`config.mk`:
```
export PLATFORM = sky130hd
export DESIGN_NAME = alu_arbiter_flat
export DESIGN_NICKNAME = d
export VERILOG_FILES = /design/src/rtl/alu_arbiter_if.sv /design/src/rtl/alu_arbiter.sv /design/src/flat_wrapper.sv
export SDC_FILE = /design/constraint.sdc
export NUM_CORES = 1
export LEC_CHECK = 0
export CAP_MARGIN = 20
export CORE_ASPECT_RATIO = 0.6
export CORE_UTILIZATION = 38
export CTS_BUF_LIST = sky130_fd_sc_hd__clkbuf_16
export CTS_CLUSTER_DIAMETER = 150
export CTS_CLUSTER_SIZE = 12
export DETAILED_ROUTE_END_ITERATION = 10
export GPL_ROUTABILITY_DRIVEN = 1
export GPL_TIMING_DRIVEN = 0
export PLACE_DENSITY = 0.79
export REMOVE_ABC_BUFFERS = 1
export SLEW_MARGIN = 20
export SYNTH_ARGS = -nofsm -noshare
export SYNTH_HDL_FRONTEND = slang
export SYNTH_SLANG_ARGS = --single-unit
```
`constraint.sdc`:
```
create_clock -name clk -period 2.7 [get_ports clk]
set_input_delay 0.54 -clock clk [delete_from_list [all_inputs] [get_ports clk]]
set_output_delay 0.54 -clock clk [all_outputs]
set_load 0.1 [all_outputs]
```
`src/rtl/alu_arbiter_if.sv`:
```
// Bundle of requester, response and ALU-side signals for alu_arbiter.
// Latency: none, wires only.
// Backpressure: req_valid/req_ready and rsp_valid/rsp_ready handshakes travel here.
interface alu_arbiter_if #(
  parameter int NREQ = 2
);
  logic [NREQ-1:0]   req_valid;
  logic [NREQ-1:0]   req_ready;
  logic [3*NREQ-1:0] req_op;
  logic [8*NREQ-1:0] req_a;
  logic [8*NREQ-1:0] req_b;
  logic [8*NREQ-1:0] req_imm;

  logic              rsp_valid;
  logic              rsp_ready;
  logic [1:0]        rsp_id;
  logic [7:0]        rsp_data;
  logic              rsp_zf;
  logic              rsp_cf;
  logic              rsp_err;

  logic [7:0]        alu_a;
  logic [7:0]        alu_b;
  logic [7:0]        alu_imm;
  logic [2:0]        alu_control;
  logic              alu_execute;
  logic [7:0]        alu_out;
  logic              alu_zf;
  logic              alu_cf;

  // Arbiter side: owns req_ready, the response and the ALU operand/strobe lines.
  modport master (
    input  req_valid, req_op, req_a, req_b, req_imm, rsp_ready, alu_out, alu_zf, alu_cf,
    output req_ready, rsp_valid, rsp_id, rsp_data, rsp_zf, rsp_cf, rsp_err,
           alu_a, alu_b, alu_imm, alu_control, alu_execute
  );

  // Environment side: requesters, response consumer and the ALU itself.
  modport slave (
    output req_valid, req_op, req_a, req_b, req_imm, rsp_ready, alu_out, alu_zf, alu_cf,
    input  req_ready, rsp_valid, rsp_id, rsp_data, rsp_zf, rsp_cf, rsp_err,
           alu_a, alu_b, alu_imm, alu_control, alu_execute
  );
endinterface

```
`src/rtl/alu_arbiter.sv`:
```
// Round-robin arbiter sharing one 8-bit ALU between NREQ requesters, one op at a time.
// Latency: accept at edge T, alu_execute in cycle T+1, rsp_valid from T+3 (T+1 for illegal op).
// Backpressure: response held stable until rsp_ready; requests accepted only in IDLE.
module alu_arbiter #(
  parameter int NREQ = 2
) (
  input logic           clk,
  input logic           rst_n,
  alu_arbiter_if.master bus
);

  localparam logic [2:0] OP_SUB = 3'b111;
  localparam logic [2:0] OP_ILL = 3'b101;

  typedef enum logic [1:0] {IDLE, ISSUE, CAPTURE, RESP} state_t;

  state_t     state_q;
  logic [1:0] rr_q;
  logic [2:0] op_q;
  logic [7:0] a_q;
  logic [7:0] b_q;
  logic [7:0] imm_q;
  logic [1:0] id_q;
  logic       exec_q;
  logic       rsp_valid_q;
  logic [7:0] rsp_data_q;
  logic       rsp_zf_q;
  logic       rsp_cf_q;
  logic       rsp_err_q;

  logic [3:0] valid_pad;
  logic [3:0] ready_pad;
  logic [1:0] cand;
  logic       grant_vld_d;
  logic [1:0] grant_d;
  logic [1:0] rr_d;
  logic [2:0] op_sel;
  logic [7:0] a_sel;
  logic [7:0] b_sel;
  logic [7:0] imm_sel;

  // Padding to four lanes lets a 2-bit index address every NREQ without width games.
  assign valid_pad = 4'(bus.req_valid);

  // Round-robin search: first valid requester at or above rr_q, wrapping mod NREQ.
  always_comb begin
    grant_vld_d = 1'b0;
    grant_d     = 2'd0;
    cand        = 2'd0;
    for (int k = 0; k < NREQ; k++) begin
      cand = 2'((int'(rr_q) + k) % NREQ);
      if (!grant_vld_d && valid_pad[cand]) begin
        grant_vld_d = 1'b1;
        grant_d     = cand;
      end
    end
  end

  assign rr_d    = (grant_d == 2'(NREQ - 1)) ? 2'd0 : grant_d + 2'd1;
  assign op_sel  = bus.req_op[3*int'(grant_d) +: 3];
  assign a_sel   = bus.req_a[8*int'(grant_d) +: 8];
  assign b_sel   = bus.req_b[8*int'(grant_d) +: 8];
  assign imm_sel = bus.req_imm[8*int'(grant_d) +: 8];

  // Accept strobe to the granted requester; gated by reset so it reads 0 while held in reset.
  always_comb begin
    ready_pad = 4'b0000;
    if (rst_n && state_q == IDLE && grant_vld_d) begin
      ready_pad[grant_d] = 1'b1;
    end
  end

  assign bus.req_ready = ready_pad[NREQ-1:0];

  // Sequencer: grant/latch, execute strobe, result capture, response hold.
  always_ff @(posedge clk or negedge rst_n) begin
    if (!rst_n) begin
      state_q     <= IDLE;
      rr_q        <= 2'd0;
      op_q        <= 3'd0;
      a_q         <= 8'd0;
      b_q         <= 8'd0;
      imm_q       <= 8'd0;
      id_q        <= 2'd0;
      exec_q      <= 1'b0;
      rsp_valid_q <= 1'b0;
      rsp_data_q  <= 8'd0;
      rsp_zf_q    <= 1'b0;
      rsp_cf_q    <= 1'b0;
      rsp_err_q   <= 1'b0;
    end else begin
      case (state_q)
        IDLE: begin
          if (grant_vld_d) begin
            op_q  <= op_sel;
            a_q   <= a_sel;
            b_q   <= b_sel;
            imm_q <= imm_sel;
            id_q  <= grant_d;
            rr_q  <= rr_d;
            if (op_sel == OP_ILL) begin
              // Illegal opcode never reaches the ALU; answer with an error right away.
              state_q     <= RESP;
              rsp_valid_q <= 1'b1;
              rsp_err_q   <= 1'b1;
              rsp_data_q  <= 8'd0;
              rsp_zf_q    <= 1'b0;
              rsp_cf_q    <= 1'b0;
            end else begin
              state_q <= ISSUE;
              exec_q  <= 1'b1;
            end
          end
        end
        ISSUE: begin
          exec_q  <= 1'b0;
          state_q <= CAPTURE;
        end
        CAPTURE: begin
          // Only SUB updates the ALU flags, so anything else would report stale values.
          rsp_data_q  <= bus.alu_out;
          rsp_zf_q    <= (op_q == OP_SUB) ? bus.alu_zf : 1'b0;
          rsp_cf_q    <= (op_q == OP_SUB) ? bus.alu_cf : 1'b0;
          rsp_err_q   <= 1'b0;
          rsp_valid_q <= 1'b1;
          state_q     <= RESP;
        end
        RESP: begin
          if (bus.rsp_ready) begin
            rsp_valid_q <= 1'b0;
            state_q     <= IDLE;
          end
        end
        default: state_q <= IDLE;
      endcase
    end
  end

  assign bus.alu_a       = a_q;
  assign bus.alu_b       = b_q;
  assign bus.alu_imm     = imm_q;
  assign bus.alu_control = op_q;
  assign bus.alu_execute = exec_q;

  assign bus.rsp_valid   = rsp_valid_q;
  assign bus.rsp_id      = id_q;
  assign bus.rsp_data    = rsp_data_q;
  assign bus.rsp_zf      = rsp_zf_q;
  assign bus.rsp_cf      = rsp_cf_q;
  assign bus.rsp_err     = rsp_err_q;

endmodule

```
`src/flat_wrapper.sv`:
```
// flat-port wrapper written by rule: the top's interface ports become plain ports
module alu_arbiter_flat 
#(
  parameter int NREQ = 2
)
  (clk, rst_n, bus_req_valid, bus_req_op, bus_req_a, bus_req_b, bus_req_imm, bus_rsp_ready, bus_alu_out, bus_alu_zf, bus_alu_cf, bus_req_ready, bus_rsp_valid, bus_rsp_id, bus_rsp_data, bus_rsp_zf, bus_rsp_cf, bus_rsp_err, bus_alu_a, bus_alu_b, bus_alu_imm, bus_alu_control, bus_alu_execute);
  alu_arbiter_if #(.NREQ(NREQ)) bus_i ();
  input logic clk;
  input logic rst_n;
  input wire logic [$bits(bus_i.req_valid)-1:0] bus_req_valid;
  input wire logic [$bits(bus_i.req_op)-1:0] bus_req_op;
  input wire logic [$bits(bus_i.req_a)-1:0] bus_req_a;
  input wire logic [$bits(bus_i.req_b)-1:0] bus_req_b;
  input wire logic [$bits(bus_i.req_imm)-1:0] bus_req_imm;
  input wire logic [$bits(bus_i.rsp_ready)-1:0] bus_rsp_ready;
  input wire logic [$bits(bus_i.alu_out)-1:0] bus_alu_out;
  input wire logic [$bits(bus_i.alu_zf)-1:0] bus_alu_zf;
  input wire logic [$bits(bus_i.alu_cf)-1:0] bus_alu_cf;
  output wire logic [$bits(bus_i.req_ready)-1:0] bus_req_ready;
  output wire logic [$bits(bus_i.rsp_valid)-1:0] bus_rsp_valid;
  output wire logic [$bits(bus_i.rsp_id)-1:0] bus_rsp_id;
  output wire logic [$bits(bus_i.rsp_data)-1:0] bus_rsp_data;
  output wire logic [$bits(bus_i.rsp_zf)-1:0] bus_rsp_zf;
  output wire logic [$bits(bus_i.rsp_cf)-1:0] bus_rsp_cf;
  output wire logic [$bits(bus_i.rsp_err)-1:0] bus_rsp_err;
  output wire logic [$bits(bus_i.alu_a)-1:0] bus_alu_a;
  output wire logic [$bits(bus_i.alu_b)-1:0] bus_alu_b;
  output wire logic [$bits(bus_i.alu_imm)-1:0] bus_alu_imm;
  output wire logic [$bits(bus_i.alu_control)-1:0] bus_alu_control;
  output wire logic [$bits(bus_i.alu_execute)-1:0] bus_alu_execute;
  assign bus_i.req_valid = bus_req_valid;
  assign bus_i.req_op = bus_req_op;
  assign bus_i.req_a = bus_req_a;
  assign bus_i.req_b = bus_req_b;
  assign bus_i.req_imm = bus_req_imm;
  assign bus_i.rsp_ready = bus_rsp_ready;
  assign bus_i.alu_out = bus_alu_out;
  assign bus_i.alu_zf = bus_alu_zf;
  assign bus_i.alu_cf = bus_alu_cf;
  assign bus_req_ready = bus_i.req_ready;
  assign bus_rsp_valid = bus_i.rsp_valid;
  assign bus_rsp_id = bus_i.rsp_id;
  assign bus_rsp_data = bus_i.rsp_data;
  assign bus_rsp_zf = bus_i.rsp_zf;
  assign bus_rsp_cf = bus_i.rsp_cf;
  assign bus_rsp_err = bus_i.rsp_err;
  assign bus_alu_a = bus_i.alu_a;
  assign bus_alu_b = bus_i.alu_b;
  assign bus_alu_imm = bus_i.alu_imm;
  assign bus_alu_control = bus_i.alu_control;
  assign bus_alu_execute = bus_i.alu_execute;
  alu_arbiter #(.NREQ(NREQ)) u_core (.clk(clk), .rst_n(rst_n), .bus(bus_i));
endmodule
```
==> flow_summary_export.csv, run 1 <==
group,metric,value,unit
run_status,status,"finished, final reports clean",
place,post_dp_cell_area,3160,um2
sta,hold_viol,0,
worst_setup_path,cp-end-kind,"output port",
sta,drv_slew,0,
floorplanning,num_rows,19,
clock_tree,clock-sinks,44,
worst_setup_path,cp_data_arrival_time,2.04,ns
route,drc,0,
route,drt_pass1_iterations,8,
run,max-cap-violations,0,
global_route,grt_pass1_vias,1819,
global_route,grt_max_degree,29,
sta,timing.fmax,387,MHz
finish,final_layout_size_suffix_gt1_frac,0.0707,
sta,period_share,0.956,
worst_setup_path,cp.required,2.16,ns
sta,finClkSkew,0.00541,ns
global_route,antenna_found_initial,0,
route,avgRoutedWirePerCell,16.5,um
sta,rsz0062_at_grt,"false",
route,vias,1808,
sta,setup_viol,0,
global_route,grt.overflow.total,0,
clock_tree,cts-root-buf,"clkbuf_16",
route,drtIter0Drc,154,
logic_synthesis,ys.warnings.count,0,
clock_tree,cts_buffer_depth,2,
floorplanning,core-area,4800,um2
worst_setup_path,critPathKind,"in2out",
logic_synthesis,ys_seq_elements,44,
finish,final_common_cell,"clkdlybuf4s50_1",
sta,tightest_slew,1.01,ns
logic_synthesis,syn-mean-instance-area,11.6,um2
logic_synthesis,ys_seq_area_frac,0.554,
finish,final_cell_area,3320,um2
floorplanning,pin_count,113,
clock_tree,cts_tree,"yes",
clock_tree,h-tree-depth,2,
finish,area_growth,66.8,%
floorplanning,fp.dieW,95.4,um
place,dp_hpwl,4050,um
finish,nets,357,
finish,antenna_cells,0,
floorplanning,die_h,58.0,um
route,vias_per_cell,5.23,
clock_tree,cts_made_buffers,5,
floorplanning,die_area,5530,um2
sta,slew_headroom,0.326,
logic_synthesis,ys_types,31,
clock_tree,clk-insertion-delay-late,0.27,ns
finish,final_cell_mix,"108 x clkdlybuf4s50_1, 44 x dfrtp_1, 30 x inv_1",
route,antenna_left,0,
hold_path,hold_class,"in2async",
global_route,grt_usage,0.211,
place,place_congestion,0.720,
clock_tree,path_clk_slew,0.06,ns
worst_setup_path,cp_max_fo,9,
global_route,grt_pass1_wl,8820,um
logic_synthesis,synth_area,1990,um2
sta,holdWs,0.204,ns
sta,fin_crit,2.58,ns
floorplanning,start_util,0.414,
worst_setup_path,start_kind,"primary input",
logic_synthesis,synthCells,171,
place,io_buffers,111,
route,drt-total-wl,5700,um
Yosys cell counts:
cell	n	share of area
a21oi_4	1	0.0082
mux2_2	1	0.0057
and3_1	1	0.0031
nand3b_1	2	0.0075
nor2_1	4	0.0075
nor2b_2	1	0.0044
o22ai_1	1	0.0031
a21boi_0	1	0.0038
a21o_1	1	0.0038
buf_2	4	0.010
nor2b_1	2	0.0063
and4_1	1	0.0044
a2bb2oi_1	1	0.0044
clkbuf_1	4	0.0075
ha_1	5	0.031
o21ai_0	8	0.020
mux2i_1	6	0.030
o21ai_1	1	0.0025
and2_1	2	0.0063
buf_4	1	0.0038
a222oi_1	24	0.12
dfrtp_1	44	0.55
buf_6	2	0.011
conb_1	1	0.0019
inv_1	30	0.057
nand2_1	5	0.0094
a21oi_1	6	0.015
o21ai_2	1	0.0044
o21ai_4	1	0.0082
o21bai_1	1	0.0038
a32o_1	8	0.040
layer usage:
layer | GRT usage | routed length [um]
met5 | 0 | 0
met2 | 0.315 | 2490
met1 | 0.309 | 2800
met3 | 0.0669 | 398
met4 | 0.0256 | 0
path summary, 6_finish.rpt:
check                                                   startpoint                                 end  slack, ns  cells after the start
worst max-delay path                              bus_req_valid[0]                    bus_req_ready[0]       0.12                      5
worst min-delay path                                         rst_n    u_core.bus.rsp_valid$_DFFE_PN0P_       0.20                      1
worst max register to register       u_core.state_q[1]$_DFFE_PN0P_   u_core.bus.alu_imm[7]$_DFFE_PN0P_       0.33                      6
worst min register to register  u_core.bus.rsp_data[4]$_DFFE_PN0P_  u_core.bus.rsp_data[4]$_DFFE_PN0P_       0.49                      1
max in group asynchronous                                    rst_n     u_core.bus.alu_b[3]$_DFFE_PN0P_       2.00                      2
min in group clk                u_core.bus.rsp_data[4]$_DFFE_PN0P_  u_core.bus.rsp_data[4]$_DFFE_PN0P_       0.49                      1
cell type report:
cell class / instances / area (um2)
fill: 369 / 1490
clock inverter: 2 / 7.51
timing repair buffer: 115 / 1150
sequential: 44 / 1100
clock buffer: 5 / 125
multi-input combinational: 87 / 739
inverter: 30 / 113
tap: 63 / 78.8
critical path: stages:
cell,delay (ns)
clkdlybuf4s50_1,0.55
inv_1,0.10
o21ai_4,0.34
and3_1,0.21
buf_4,0.28
cell families (layout without fill, tap and decap cells):
logic type	count (synthesis)	after routing	synth area share
other cells	1	1	0.00189
buf+inv	41	152	0.0894
compound gates	55	55	0.239
flops	44	44	0.554
simple gates	18	19	0.0491
fa+ha+maj	5	5	0.0315
mux	7	7	0.0359
flip-flops by register name (all words and copies together) (netlist names), 2 cells and up:
register                cells
u_core.bus.alu_control      3
u_core.bus.alu_b            8
u_core.bus.alu_a            8
u_core.state_q              2
u_core.bus.alu_imm          8
u_core.bus.rsp_data         8
stage by stage:
| stage | util | setup WS (ns) | setup TNS [ns] | std cells |
|---|---|---|---|---|
| floorplan | - | -1.01 | -1.97 | 160 |
| global placement | 0.648 | -3.19 | -65.37 | 334 |
| detailed placement | 0.658 | -1.25 | -2.42 | 336 |
| CTS | 0.689 | 0.0968 | 0 | 346 |
| global route | 0.690 | 0.0185 | 0 | 346 |
| finish | 0.690 | 0.119 | 0 | 346 |
repair_timing:
| action | CTS | global route |
|---|---|---|
| hold buffers | 0 | 0 |
| setup buffers | 2 | 0 |
| cloned | 1 | 0 |
| setup endpoints to repair | 2 | 1 |
| gates resized for setup | 12 | 1 |
| hold endpoints to repair | 0 | 0 |
| pin swaps | 2 | 0 |
Power of run 1 is left out: the tool's default activity adds up to more than one toggle a clock period on the data nets, which glitch-free logic cannot reach.
==> run 2: changes to the inputs <==
PLACE_DENSITY = 0.85   (was 0.79)
==> run 2 against run 1 <==
  * Sequential share of layout area decreased by 0.063 points
  * Largest cell class unchanged
  * Register-to-register slack improved by 0.02 ns
  * First-iteration DRC count decreased by 3.9%
  * Die area unchanged
  * Worst setup slack got worse by 0.027 ns
==> flow_summary_export.csv, run 2 (synthesis gave the netlist of run 1 again) <==
group,metric,value,unit
route,antenna_left,0,
sta,hold_viol,0,
floorplanning,die_area,5530,um2
finish,n_fill_cell,354,
finish,area_growth,67.1,%
worst_setup_path,cp_max_fo,9,
worst_setup_path,critPathKind,"in2out",
route,drc,0,
sta,tightest_slew,0.993,ns
finish,fin_util,0.692,
sta,drv_slew,0,
floorplanning,core-area,4800,um2
clock_tree,h-tree-depth,2,
finish,final_common_cell,"clkdlybuf4s50_1",
worst_setup_path,timing.rr.end,"u_core.bus.alu_imm[6]$_DFFE_PN0P_",
sta,period_share,0.966,
finish,antenna_cells,0,
route,avgRoutedWirePerCell,16.7,um
worst_setup_path,reg2regPathDepth,6,
global_route,grt.overflow.total,0,
route,vias,1819,
global_route,grt_pass1_wl,9200,um
floorplanning,die_h,58.0,um
floorplanning,start_util,0.414,
clock_tree,cts_made_buffers,5,
worst_setup_path,cp-end-kind,"output port",
finish,final_cell_mix,"108 x clkdlybuf4s50_1, 44 x dfrtp_1, 32 x inv_1",
hold_path,hold_class,"in2async",
clock_tree,clk-insertion-delay-late,0.28,ns
worst_setup_path,start_kind,"primary input",
worst_setup_path,r2r_slack,0.35,ns
route,vias_per_cell,5.26,
sta,setup_viol,0,
global_route,grt_usage,0.223,
finish,final_layout_size_suffix_gt1_frac,0.0707,
global_route,grt_max_degree,26,
run_status,status,"finished, final reports clean",
clock_tree,path_clk_slew,0.06,ns
place,dp_cells,336,
place,dp_hpwl,4150,um
clock_tree,cts_buffer_depth,2,
floorplanning,pin_count,113,
worst_setup_path,r2r-start,"u_core.state_q[0]$_DFFE_PN0P_",
sta,tns,0,ns
finish,nets,356,
sta,finClkSkew,0.00282,ns
route,drt-total-wl,5770,um
sta,slew_headroom,0.336,
worst_setup_path,cp_data_arrival_time,2.07,ns
finish,finalNonFillerCells,346,
global_route,grt_pass1_vias,1887,
finish,final_cell_area,3320,um2
clock_tree,cts-root-buf,"clkbuf_16",
clock_tree,clock-sinks,44,
route,drtIter0Drc,148,
place,io_buffers,111,
clock_tree,cts_tree,"yes",
sta,rsz0062_at_grt,"false",
place,place_congestion,0.766,
route,drt_pass1_iterations,8,
floorplanning,num_rows,19,
floorplanning,fp.dieW,95.4,um
run,max-cap-violations,0,
place,post_dp_cell_area,3170,um2
global_route,antenna_found_initial,0,
sta,fin_crit,2.61,ns
worst_setup_path,cp.required,2.16,ns
sta,timing.fmax,383,MHz
## run 2: cell count changes in the layout (fill, tap and decap cells not counted), sizes merged
cell	change
inv	+2
clkinv	-1
buf	-1
## run 2: area by class of cell
type	instances	area, um2	area share
timing repair buffer	114	1160	0.348
sequential	44	1100	0.331
clock buffer	5	125	0.0377
inverter	30	113	0.0339
tap	63	78.8	0.0237
multi-input combinational	87	737	0.222
clock inverter	3	11.3	0.00339
## run 2: critical path, stage by stage
cell and delay, ns:
clkdlybuf4s50_1 0.56, inv_1 0.10, o21ai_4 0.35, and3_1 0.23, buf_4 0.29
## run 2: repair_timing
item | 4_1_cts | 5_1_grt
setup buffers | 1 | 0
hold buffers | 0 | 0
hold endpoints to repair | 0 | 0
endpoints found under the setup margin | 2 | 1
cloned | 1 | 0
gates resized for setup | 12 | 1
pin swaps | 1 | 1
## run 2: how the worst max path moves through the flow
| stage | to | cells past startpoint | startpoint | slack (ns) |
|---|---|---|---|---|
| final | bus_req_ready[0] | 5 | bus_req_valid[0] | 0.09 |
| after global routing | bus_req_ready[0] | 5 | bus_req_valid[1] | 0.008 |
| after CTS | bus_req_ready[0] | 5 | bus_req_valid[0] | 0.08 |
| after detailed placement | bus_req_ready[1] | 5 | bus_req_valid[1] | -1.08 |
| after global placement | bus_req_ready[1] | 5 | bus_req_valid[1] | -3.16 |
| after floorplan | bus_req_ready[1] | 5 | u_core.state_q[0]$_DFFE_PN0P_ | -1.01 |
## run 2: stage by stage
stage                     setup WS [ns]  hold WS [ns]
final                            0.0920         0.232
after global routing            0.00750         0.261
after global placement            -3.16         0.461
after CTS                        0.0764         0.246
after floorplan                   -1.01         0.244
after detailed placement          -1.08         0.469
## run 2: layer usage
metal,up-vias,GRT usage,wire (um)
met5,-,0,0
met4,0,0.0384,16
met3,4,0.0709,501
met2,79,0.341,2570
met1,879,0.316,2680
li1,857,-,-
Power of run 2 is left out for the same reason.
==> run 3: changes to the inputs <==
CELL_PAD_IN_SITES_DETAIL_PLACEMENT = 1   (was default)
CELL_PAD_IN_SITES_GLOBAL_PLACEMENT = 2   (was default)
CORE_UTILIZATION = 22   (was 38)
PLACE_DENSITY = 0.84   (was 0.85)
==> run 3 against run 2 <==
  * Clock-buffer cell count unchanged
  * Die area rose by 70%
  * Design area grew 2.1%
  * Sequential share of layout area down 0.68 points
  * Via count rose by 1.6%
  * Maximum frequency rose by 0.20%
  * Non-clock buffer count increased by 1
  * Sequential cell count did not move
  * Final cell count increased by 14%
  * Wire length rose by 12%
  * Clock skew increased by 0.00091 ns
  * Highest routed layer unchanged
==> flow_summary_export.csv, run 3 (synthesis gave the netlist of run 1 again) <==
group,metric,value,unit
clock_tree,clk-insertion-delay-late,0.28,ns
floorplanning,start_util,0.231,
worst_setup_path,r2r_slack,0.54,ns
finish,nets,357,
finish,final_cell_mix,"108 x clkdlybuf4s50_1, 44 x dfrtp_1, 32 x inv_1",
sta,fin_crit,2.60,ns
clock_tree,clock-sinks,44,
global_route,grt_pass1_wl,9870,um
run,max-cap-violations,0,
floorplanning,die_h,75.6,um
floorplanning,pin_count,113,
clock_tree,cts_tree,"yes",
clock_tree,cts_made_buffers,5,
run_status,status,"finished, final reports clean",
global_route,grt.overflow.total,0,
finish,antenna_cells,0,
worst_setup_path,critPathKind,"in2out",
worst_setup_path,cp_max_fo,9,
worst_setup_path,cp.required,2.16,ns
sta,rsz0062_at_grt,"false",
sta,tns,0,ns
sta,timing.fmax,384,MHz
worst_setup_path,cp_slowest_cell,"clkdlybuf4s50_1",
floorplanning,core-area,8620,um2
global_route,antenna_found_initial,0,
worst_setup_path,critPathMaxStageDelay,0.56,ns
place,dp_hpwl,4690,um
clock_tree,path_clk_slew,0.06,ns
finish,final_layout_size_suffix_gt1_frac,0.0739,
worst_setup_path,cp-startpoint,"bus_req_valid[0]",
worst_setup_path,start_kind,"primary input",
route,avgRoutedWirePerCell,16.3,um
worst_setup_path,cp_data_arrival_time,2.06,ns
finish,fin_util,0.393,
clock_tree,h-tree-depth,2,
clock_tree,cts_buffer_depth,2,
sta,slew_headroom,0.331,
global_route,grt_usage,0.138,
worst_setup_path,cp-end-kind,"output port",
finish,area_growth,70.6,%
sta,hold_viol,0,
sta,period_share,0.964,
route,antenna_left,0,
worst_setup_path,endpoint,"bus_req_ready[0]",
sta,setup_viol,0,
hold_path,hold_class,"in2async",
route,drc,0,
worst_setup_path,r2r-start,"u_core.state_q[0]$_DFFE_PN0P_",
route,vias_per_cell,4.67,
route,drt_pass1_iterations,7,
worst_setup_path,reg2regPathDepth,7,
route,drtIter0Drc,149,
place,place_congestion,0.683,
sta,tightest_slew,1.00,ns
global_route,grt_max_degree,30,
place,io_buffers,111,
sta,finClkSkew,0.00373,ns
worst_setup_path,timing.rr.end,"u_core.bus.alu_imm[3]$_DFFE_PN0P_",
floorplanning,fp.dieW,125,um
route,drt-total-wl,6450,um
finish,final_common_cell,"clkdlybuf4s50_1",
worst_setup_path,crit_chain,"clkdlybuf4s50_1, inv_1, o21ai_4, and3_1, buf_4",
global_route,grt_pass1_vias,1919,
floorplanning,die_area,9430,um2
route,vias,1849,
sta,drv_slew,0,
floorplanning,num_rows,26,
clock_tree,cts-root-buf,"clkbuf_16",
==> run 3: cell count changes in the layout (fill, tap and decap cells not counted), sizes merged <==
cell  previous run  this run
buf              6         7
==> run 3: repair_timing <==
item	4_1_cts	5_1_grt
gates cloned	1	0
gates resized for setup	11	2
hold buffers	0	0
endpoints found under the setup margin	2	25
pin swaps	2	0
buffers inserted	2	0
==> run 3: layout make-up <==
type / instances / area (um2)
tap: 112 / 140
clock buffer: 5 / 125
multi-input combinational: 87 / 741
inverter: 30 / 113
clock inverter: 3 / 11.3
fill: 958 / 5230
timing repair buffer: 115 / 1160
sequential: 44 / 1100
==> run 3: worst max-delay path: cells and delay by family <==
family | cells | cell delay [ns]
buffers and inverters | 3 | 0.94
AOI/OAI and AO/OA | 1 | 0.36
and+or+nand+nor | 1 | 0.22
==> run 3: layer usage <==
layer	global-route usage	vias to the layer above	share of wire
li1	-	856	-
met1	0.184	927	0.48
met2	0.223	64	0.44
met3	0.0435	2	0.075
met4	0.0281	0	0.0025
met5	0	-	0
==> run 3: metrics by stage <==
step | worst slack [ns] | std cells | area, um2 | hold WS (ns)
global route | 0.0291 | 396 | 3390 | 0.227
global placement | -3.62 | 383 | 3170 | 0.460
CTS | 0.0588 | 396 | 3390 | 0.204
finish | 0.0972 | 396 | 3390 | 0.196
detailed placement | -1.16 | 385 | 3240 | 0.478
floorplan | -1.01 | 160 | 1920 | 0.244
==> run 3: worst min-delay path by stage <==
stage | to | start | slack (ns)
after floorplan | u_core.bus.alu_a[0]$_DFFE_PN0P_ | rst_n | 0.24
after global placement | u_core.bus.rsp_id[0]$_DFFE_PN0P_ | u_core.bus.rsp_id[0]$_DFFE_PN0P_ | 0.46
after detailed placement | u_core.bus.rsp_id[0]$_DFFE_PN0P_ | u_core.bus.rsp_id[0]$_DFFE_PN0P_ | 0.48
after CTS | u_core.bus.rsp_valid$_DFFE_PN0P_ | rst_n | 0.20
after global routing | u_core.bus.rsp_valid$_DFFE_PN0P_ | rst_n | 0.23
final | u_core.bus.rsp_valid$_DFFE_PN0P_ | rst_n | 0.20
Power of run 3 is left out for the same reason.
